`config.mk`:
```
export PLATFORM = sky130hd
export DESIGN_NAME = rvfi_commit_tracker
export DESIGN_NICKNAME = d
export VERILOG_FILES = /design/src/rtl/rvfi_mon_pkg.sv /design/src/rtl/rvfi_halt_detector.sv /design/src/rtl/rvfi_commit_tracker.sv
export SDC_FILE = /design/constraint.sdc
export NUM_CORES = 1
export LEC_CHECK = 0
export ABC_AREA = 0
export CORE_ASPECT_RATIO = 1.4
export CORE_MARGIN = 2
export CORE_UTILIZATION = 50
export DETAILED_ROUTE_END_ITERATION = 10
export PLACE_DENSITY = 0.81
export SYNTH_ARGS = -nofsm -noshare
export SYNTH_HDL_FRONTEND = slang
export SYNTH_HIERARCHICAL = 1
export SYNTH_SLANG_ARGS = --single-unit
```
`constraint.sdc`:
```
create_clock -name clk -period 2.6 [get_ports clk]
set_input_delay 0.52 -clock clk [delete_from_list [all_inputs] [get_ports clk]]
set_output_delay 0.52 -clock clk [all_outputs]
set_load 0.02 [all_outputs]
```
`src/rtl/rvfi_mon_pkg.sv`:
```
// Shared constants and lane-mask helpers for the RVFI commit tracker.
// The helpers take the active lane count n so that one definition serves every NRET.
package rvfi_mon_pkg;

    localparam int unsigned NRET_MAX        = 8;
    localparam int unsigned PCNT_W          = 4;

    localparam int unsigned DEF_NRET        = 2;
    localparam int unsigned DEF_XLEN        = 32;
    localparam int unsigned DEF_ORDER_W     = 64;
    localparam int unsigned DEF_CNT_W       = 32;
    localparam int unsigned DEF_HALT_REPEAT = 2;
    localparam int unsigned DEF_TIMEOUT     = 4096;

    // Number of set bits among the lowest n lanes.
    function automatic logic [PCNT_W-1:0] popcount(input logic [NRET_MAX-1:0] mask,
                                                   input int unsigned n);
        logic [PCNT_W-1:0] cnt;
        cnt = '0;
        for (int unsigned i = 0; i < NRET_MAX; i++) begin
            if (i < n && mask[i]) cnt = cnt + PCNT_W'(1);
        end
        return cnt;
    endfunction

    // Committed lanes strictly older than the given lane.
    function automatic logic [PCNT_W-1:0] prefix_popcount(input logic [NRET_MAX-1:0] mask,
                                                          input int unsigned lane);
        return popcount(mask, lane);
    endfunction

    // Legal masks are a run of ones starting at lane 0.
    function automatic logic lane_contiguous(input logic [NRET_MAX-1:0] mask);
        logic [NRET_MAX:0] m;
        m = {1'b0, mask};
        return (m & (m + (NRET_MAX+1)'(1))) == '0;
    endfunction

endpackage

```
`src/rtl/rvfi_halt_detector.sv`:
```
// Scans commit lanes oldest to newest, tracking consecutive self-loop commits.
// Produces the next loop count and a pulse when the count reaches HALT_REPEAT.
module rvfi_halt_detector #(
    parameter int unsigned NRET        = 2,
    parameter int unsigned XLEN        = 32,
    parameter int unsigned HALT_REPEAT = 2,
    parameter int unsigned LOOP_W      = 2
) (
    input  logic [NRET-1:0]      commit,
    input  logic [NRET*XLEN-1:0] pc_rdata,
    input  logic [NRET*XLEN-1:0] pc_wdata,
    input  logic [LOOP_W-1:0]    loop_cnt,
    output logic [LOOP_W-1:0]    loop_cnt_next_c,
    output logic                 halt_hit_c
);

    logic [LOOP_W-1:0] cnt;
    logic              hit;

    always_comb begin
        cnt = loop_cnt;
        hit = 1'b0;
        for (int unsigned i = 0; i < NRET; i++) begin
            if (commit[i]) begin
                if (pc_wdata[i*XLEN +: XLEN] == pc_rdata[i*XLEN +: XLEN]) begin
                    if (cnt < LOOP_W'(HALT_REPEAT)) cnt = cnt + LOOP_W'(1);
                    if (cnt == LOOP_W'(HALT_REPEAT)) hit = 1'b1;
                end else begin
                    cnt = '0;
                end
            end
        end
        loop_cnt_next_c = cnt;
        halt_hit_c      = hit;
    end

endmodule

```
`src/rtl/rvfi_commit_tracker.sv`:
```
// Multi-lane retirement monitor: assigns order numbers, flags halt, malformed
// lane masks and commit starvation, and keeps saturating retire/cycle statistics.
module rvfi_commit_tracker
    import rvfi_mon_pkg::*;
#(
    parameter int unsigned NRET        = DEF_NRET,
    parameter int unsigned XLEN        = DEF_XLEN,
    parameter int unsigned ORDER_W     = DEF_ORDER_W,
    parameter int unsigned CNT_W       = DEF_CNT_W,
    parameter int unsigned HALT_REPEAT = DEF_HALT_REPEAT,
    parameter int unsigned TIMEOUT     = DEF_TIMEOUT
) (
    input  logic                    clk,
    input  logic                    rst,
    input  logic [NRET-1:0]         in_commit,
    input  logic [NRET*XLEN-1:0]    in_pc_rdata,
    input  logic [NRET*XLEN-1:0]    in_pc_wdata,
    output logic [NRET-1:0]         out_commit,
    output logic [NRET*ORDER_W-1:0] out_order,
    output logic                    halt,
    output logic                    lane_error,
    output logic                    timeout,
    output logic [CNT_W-1:0]        retire_count,
    output logic [CNT_W-1:0]        cycle_count
);

    localparam int unsigned LOOP_W = $clog2(HALT_REPEAT + 1);
    localparam int unsigned TO_W   = (TIMEOUT > 0) ? $clog2(TIMEOUT + 1) : 1;
    localparam int unsigned SUM_W  = CNT_W + 1;

    logic [ORDER_W-1:0]      base_order;
    logic [LOOP_W-1:0]       loop_cnt;
    logic [TO_W-1:0]         idle_cnt;

    logic [NRET_MAX-1:0]     mask_ext_c;
    logic [PCNT_W-1:0]       pop_c;
    logic                    contig_c;
    logic [NRET*ORDER_W-1:0] order_c;
    logic [TO_W-1:0]         idle_next_c;
    logic [SUM_W-1:0]        retire_sum_c;
    logic [CNT_W-1:0]        retire_next_c;
    logic [LOOP_W-1:0]       loop_next_c;
    logic                    halt_hit_c;

    assign mask_ext_c    = NRET_MAX'(in_commit);
    assign pop_c         = popcount(mask_ext_c, NRET);
    assign contig_c      = lane_contiguous(mask_ext_c);
    assign retire_sum_c  = {1'b0, retire_count} + SUM_W'(pop_c);
    assign retire_next_c = retire_sum_c[CNT_W] ? '1 : retire_sum_c[CNT_W-1:0];

    rvfi_halt_detector #(
        .NRET        (NRET),
        .XLEN        (XLEN),
        .HALT_REPEAT (HALT_REPEAT),
        .LOOP_W      (LOOP_W)
    ) u_halt_detector (
        .commit          (in_commit),
        .pc_rdata        (in_pc_rdata),
        .pc_wdata        (in_pc_wdata),
        .loop_cnt        (loop_cnt),
        .loop_cnt_next_c (loop_next_c),
        .halt_hit_c      (halt_hit_c)
    );

    // Holes in the mask do not consume order numbers.
    always_comb begin
        order_c = '0;
        for (int unsigned i = 0; i < NRET; i++) begin
            if (in_commit[i]) begin
                order_c[i*ORDER_W +: ORDER_W] = base_order + ORDER_W'(prefix_popcount(mask_ext_c, i));
            end
        end
    end

    always_comb begin
        idle_next_c = '0;
        if (in_commit == '0) begin
            idle_next_c = (idle_cnt < TO_W'(TIMEOUT)) ? idle_cnt + TO_W'(1) : idle_cnt;
        end
    end

    always_ff @(posedge clk or negedge rst) begin
        if (!rst) begin
            out_commit   <= '0;
            out_order    <= '0;
            halt         <= 1'b0;
            lane_error   <= 1'b0;
            timeout      <= 1'b0;
            retire_count <= '0;
            cycle_count  <= '0;
            base_order   <= '0;
            loop_cnt     <= '0;
            idle_cnt     <= '0;
        end else begin
            out_commit   <= in_commit;
            out_order    <= order_c;
            base_order   <= base_order + ORDER_W'(pop_c);
            loop_cnt     <= loop_next_c;
            retire_count <= retire_next_c;
            if (cycle_count != '1) cycle_count <= cycle_count + CNT_W'(1);
            if (halt_hit_c) halt <= 1'b1;
            if (!contig_c) lane_error <= 1'b1;
            // Starvation tracking stops once the core has halted.
            if (!halt) begin
                idle_cnt <= idle_next_c;
                if (TIMEOUT != 0 && idle_next_c == TO_W'(TIMEOUT)) timeout <= 1'b1;
            end
        end
    end

endmodule
```
==> results.md <==
- Status: completed
- Max Slew Vio Count: 0
- Top cells by area, synth: dfrtp_1, xor2_1, xnor2_1
- First-pass GRT wire length: 63800 µm
- Avg Cell Area, Syn: around 10 µm²
- Initial cell density of the core: between 50 and 60%
- Number of synthesized flops with an enable pin: 0
- CP required: about 3 ns
- Post-DP HPWL: 30100 µm
- Max-cap violation count: 0
- Final wirelength: around 41000 µm
- CTS buffer count: 25
- Gr usage total: between 20 and 30%
- R2R cell count: 6
- Final non-filler cell total: 2041
- Async SR Flop Fraction: 100%
- DRC Markers: 0
- R2R Path Start: base_order[24]
- Core Area: approximately 26000 µm²
- Max Clock Freq: around 400 MHz
- Clk slew on worst S/H paths: roughly 0.070 ns
- CTS tree: built
- Antenna Cells: 0
- Cell row count: 70
- Critical Path, Cell by Cell: nand4_1, nor4_1, buf_4, nand4_1, or3_1, a21oi_1
- Critical Path Max Stage Delay: ~0.63 ns
- Reg-to-reg endpoint: out_order[124]
- Share of layout cells above drive strength 1: 12.5%
- Register area share after synthesis: roughly half
- Antenna violations before repair: 0
- Die Ht: 198 µm
- WL/cell: between 15 and 20 µm
- Peak VDD IR: about 0.00041 V
- Routability Congestion: 0.919
- Max-slew headroom: between 50% and 60%
- Mapped cell area: about 13000 µm²
- Deepest clock path buffer count: 3
- Final nets: between 1500 and 2000
- I/O Pins: between 300 and 400
- Pwr per Cell Area: 547 nW/µm²
- Period utilisation layout: 95.6%
- Critical path startpoint category: flop
- Slowest library cell on the worst path: nor4_1
- Clock sink count: between 200 and 300
- Hold wc startpoint: in_commit[0]
- RSZ-0062 raised after global routing: no
- Pin count of the biggest net entering global routing: between 80 and 90
- Dpl cells: 1991
- Reg2Reg Setup Slack: ~0.11 ns
- DR vias/cell: ~5.7
- Total congestion overflow: 0
- Final Hold Viols: 0
- Hold WC Path Type: input pin to flop
- WHS Endpoint: out_order[64]
- Number of H-tree levels: 1
- Full die area: 28100 µm²
- Synthesis-to-layout area growth: 39.9%
- Pre-antenna DRT Iters: 6
- Post-synth top area share: between 50% and 60%
- Leakage power figure: between 8 and 9 nW
- ANT nets after route: 0
- Main synth FF type: dfrtp_1
- Clk_lat worst skew: roughly 0.54 ns
- Die W: approximately 140 µm
- Via count: roughly 12000
- Hold Crit Depth: 3
- Setup violators final: 0
- CTS root buffer: clkbuf_16
- Synth Instances: 1283
- WS Path Type: flop to flop
- Yosys top cell by area: dfrtp_1
- Count of input and output buffers: between 300 and 400
- Worst Max-Slew Pin Slew: between 0.6 and 0.7 ns
- Vias in the first global route: around 12000
- Fillers: 1869
- WP data arrival: around 3 ns
- Maximum fanout along the worst path: 7
- Yosys cell types: 66
- Synth warnings: 6
- Syn_nets: 1429
- CP endpoint kind: flop
- CP most frequent cell: nand4_1
- Post-Route Skew: ~0.019 ns
- Fin util: between 70 and 80%
- Shortest period the worst path allows: about 2.5 ns
- Synth Register Bits: between 200 and 300
- Starting DRC count in detailed routing: ~850
[state kept, by name (all words and copies together) (netlist names)]
register and cells:
out_commit 2, lane_error 1, cycle_count 32, loop_cnt 2
timeout 1, out_order 128, base_order 64, retire_count 32
halt 1, idle_cnt 13
[layout make-up]
class                   instances  area (µm²)  share of cell area (%)
inverters                      27         114                   0.608
flip-flops and latches        276        6910                    36.9
clock buffers                  29         671                    3.58
clock inverters                14         185                   0.988
repair buffers                443        4190                    22.4
well taps                     324         405                    2.16
multi-input cells             928        6260                    33.4
[per-stage QoR]
step                      total power, W  hold WS, ns  setup slack, ns  setup TNS (ns)  cell area, µm²
after floorplan                  0.00548        0.224           -0.181           -1.36           13500
after global placement           0.00637        0.447           -0.449          -22.23           17800
after detailed placement         0.00640        0.454           -0.498          -27.65           17800
after CTS                         0.0103        0.469           0.0258               0           18600
after global routing              0.0106        0.492           0.0119               0           18700
final                             0.0102        0.474            0.114               0           18700
[worst max path at each step]
| stage | slack, ns | from | to |
|---|---|---|---|
| after floorplan | -0.18 | in_commit[0] | retire_count[28] |
| after global placement | -0.45 | in_commit[1] | retire_count[28] |
| after CTS | 0.03 | in_commit[1] | base_order[34] |
| final | 0.11 | base_order[24] | out_order[124] |
| after global routing | 0.01 | base_order[24] | out_order[124] |
| after detailed placement | -0.50 | in_commit[1] | base_order[34] |
[placed cells by master (no fill, tap or decap), drive strengths merged, types with 3 or more instances in the layout]
| cell | n |
|---|---|
| nor4b | 3 |
| nor2b | 8 |
| buf | 116 |
| nand3 | 65 |
| nor3 | 35 |
| nor4 | 47 |
| a21o | 5 |
| mux2 | 4 |
| o31ai | 11 |
| nand4b | 7 |
| clkdlybuf4s50 | 325 |
| or3 | 28 |
| a41oi | 3 |
| inv | 26 |
| nand2b | 13 |
| mux2i | 3 |
| bufinv | 4 |
| and3 | 23 |
| or4 | 7 |
| ha | 12 |
| and4 | 16 |
| nor2 | 97 |
| nand2 | 93 |
| clkinvlp | 3 |
| o21ai | 41 |
| nand4 | 63 |
| o31a | 3 |
| or2 | 7 |
| xnor2 | 80 |
| clkbuf | 29 |
| xor2 | 129 |
| and2 | 63 |
| a21oi | 33 |
| a31oi | 3 |
| clkinv | 8 |
| dfrtp | 276 |
[repair_timing]
action	CTS	global route
setup buffers	0	6
hold endpoints to repair	44	0
setup endpoints to repair	0	24
resized for setup	0	14
hold buffers	1	0
[routing by layer]
metal	global-route usage, %	vias up	part of all wire [%]
met2	52.2	601	53
met5	0	-	0
li1	-	5311	-
met3	4.24	143	6.7
met1	32.7	5669	35
met4	15.7	0	5.6
[kinds of logic after synthesis]
kind of cell	share of synthesized area [%]
mux	0.561
xor+xnor	13.7
compound gates	5.36
flops	51.6
buf+inv	2.43
fa+ha+maj	1.42
simple gates	25.0
[synth_stat cells, types with 8 or more instances]
cell / number
nor3_1: 29
nand3_1: 63
nand2b_1: 13
nand4_1: 58
and4_1: 16
nor4_1: 37
inv_1: 25
and2_1: 63
xor2_1: 129
or3_1: 27
buf_2: 20
nand2_1: 93
o31ai_1: 11
a21oi_1: 33
clkbuf_1: 31
xnor2_1: 80
ha_1: 12
nor2_1: 96
nor2b_1: 8
dfrtp_1: 276
and3_1: 23
o21ai_0: 40
[worst max-delay path: cells and delay by family (launching register included)]
kind / cells / cell delay (ns)
AOI/OAI and AO/OA: 1 / 0.17
buffers and inverters: 1 / 0.22
and+or+nand+nor: 4 / 1.53
DFF: 1 / 0.49
[report_power, final]
group	internal [W]	switching [W]
sequential	0.00450	0.000257
clock	0.00225	0.00164
combinational	0.000770	0.000833
total	0.00751	0.00273
Note: power is estimated with default switching activity, not from simulation.
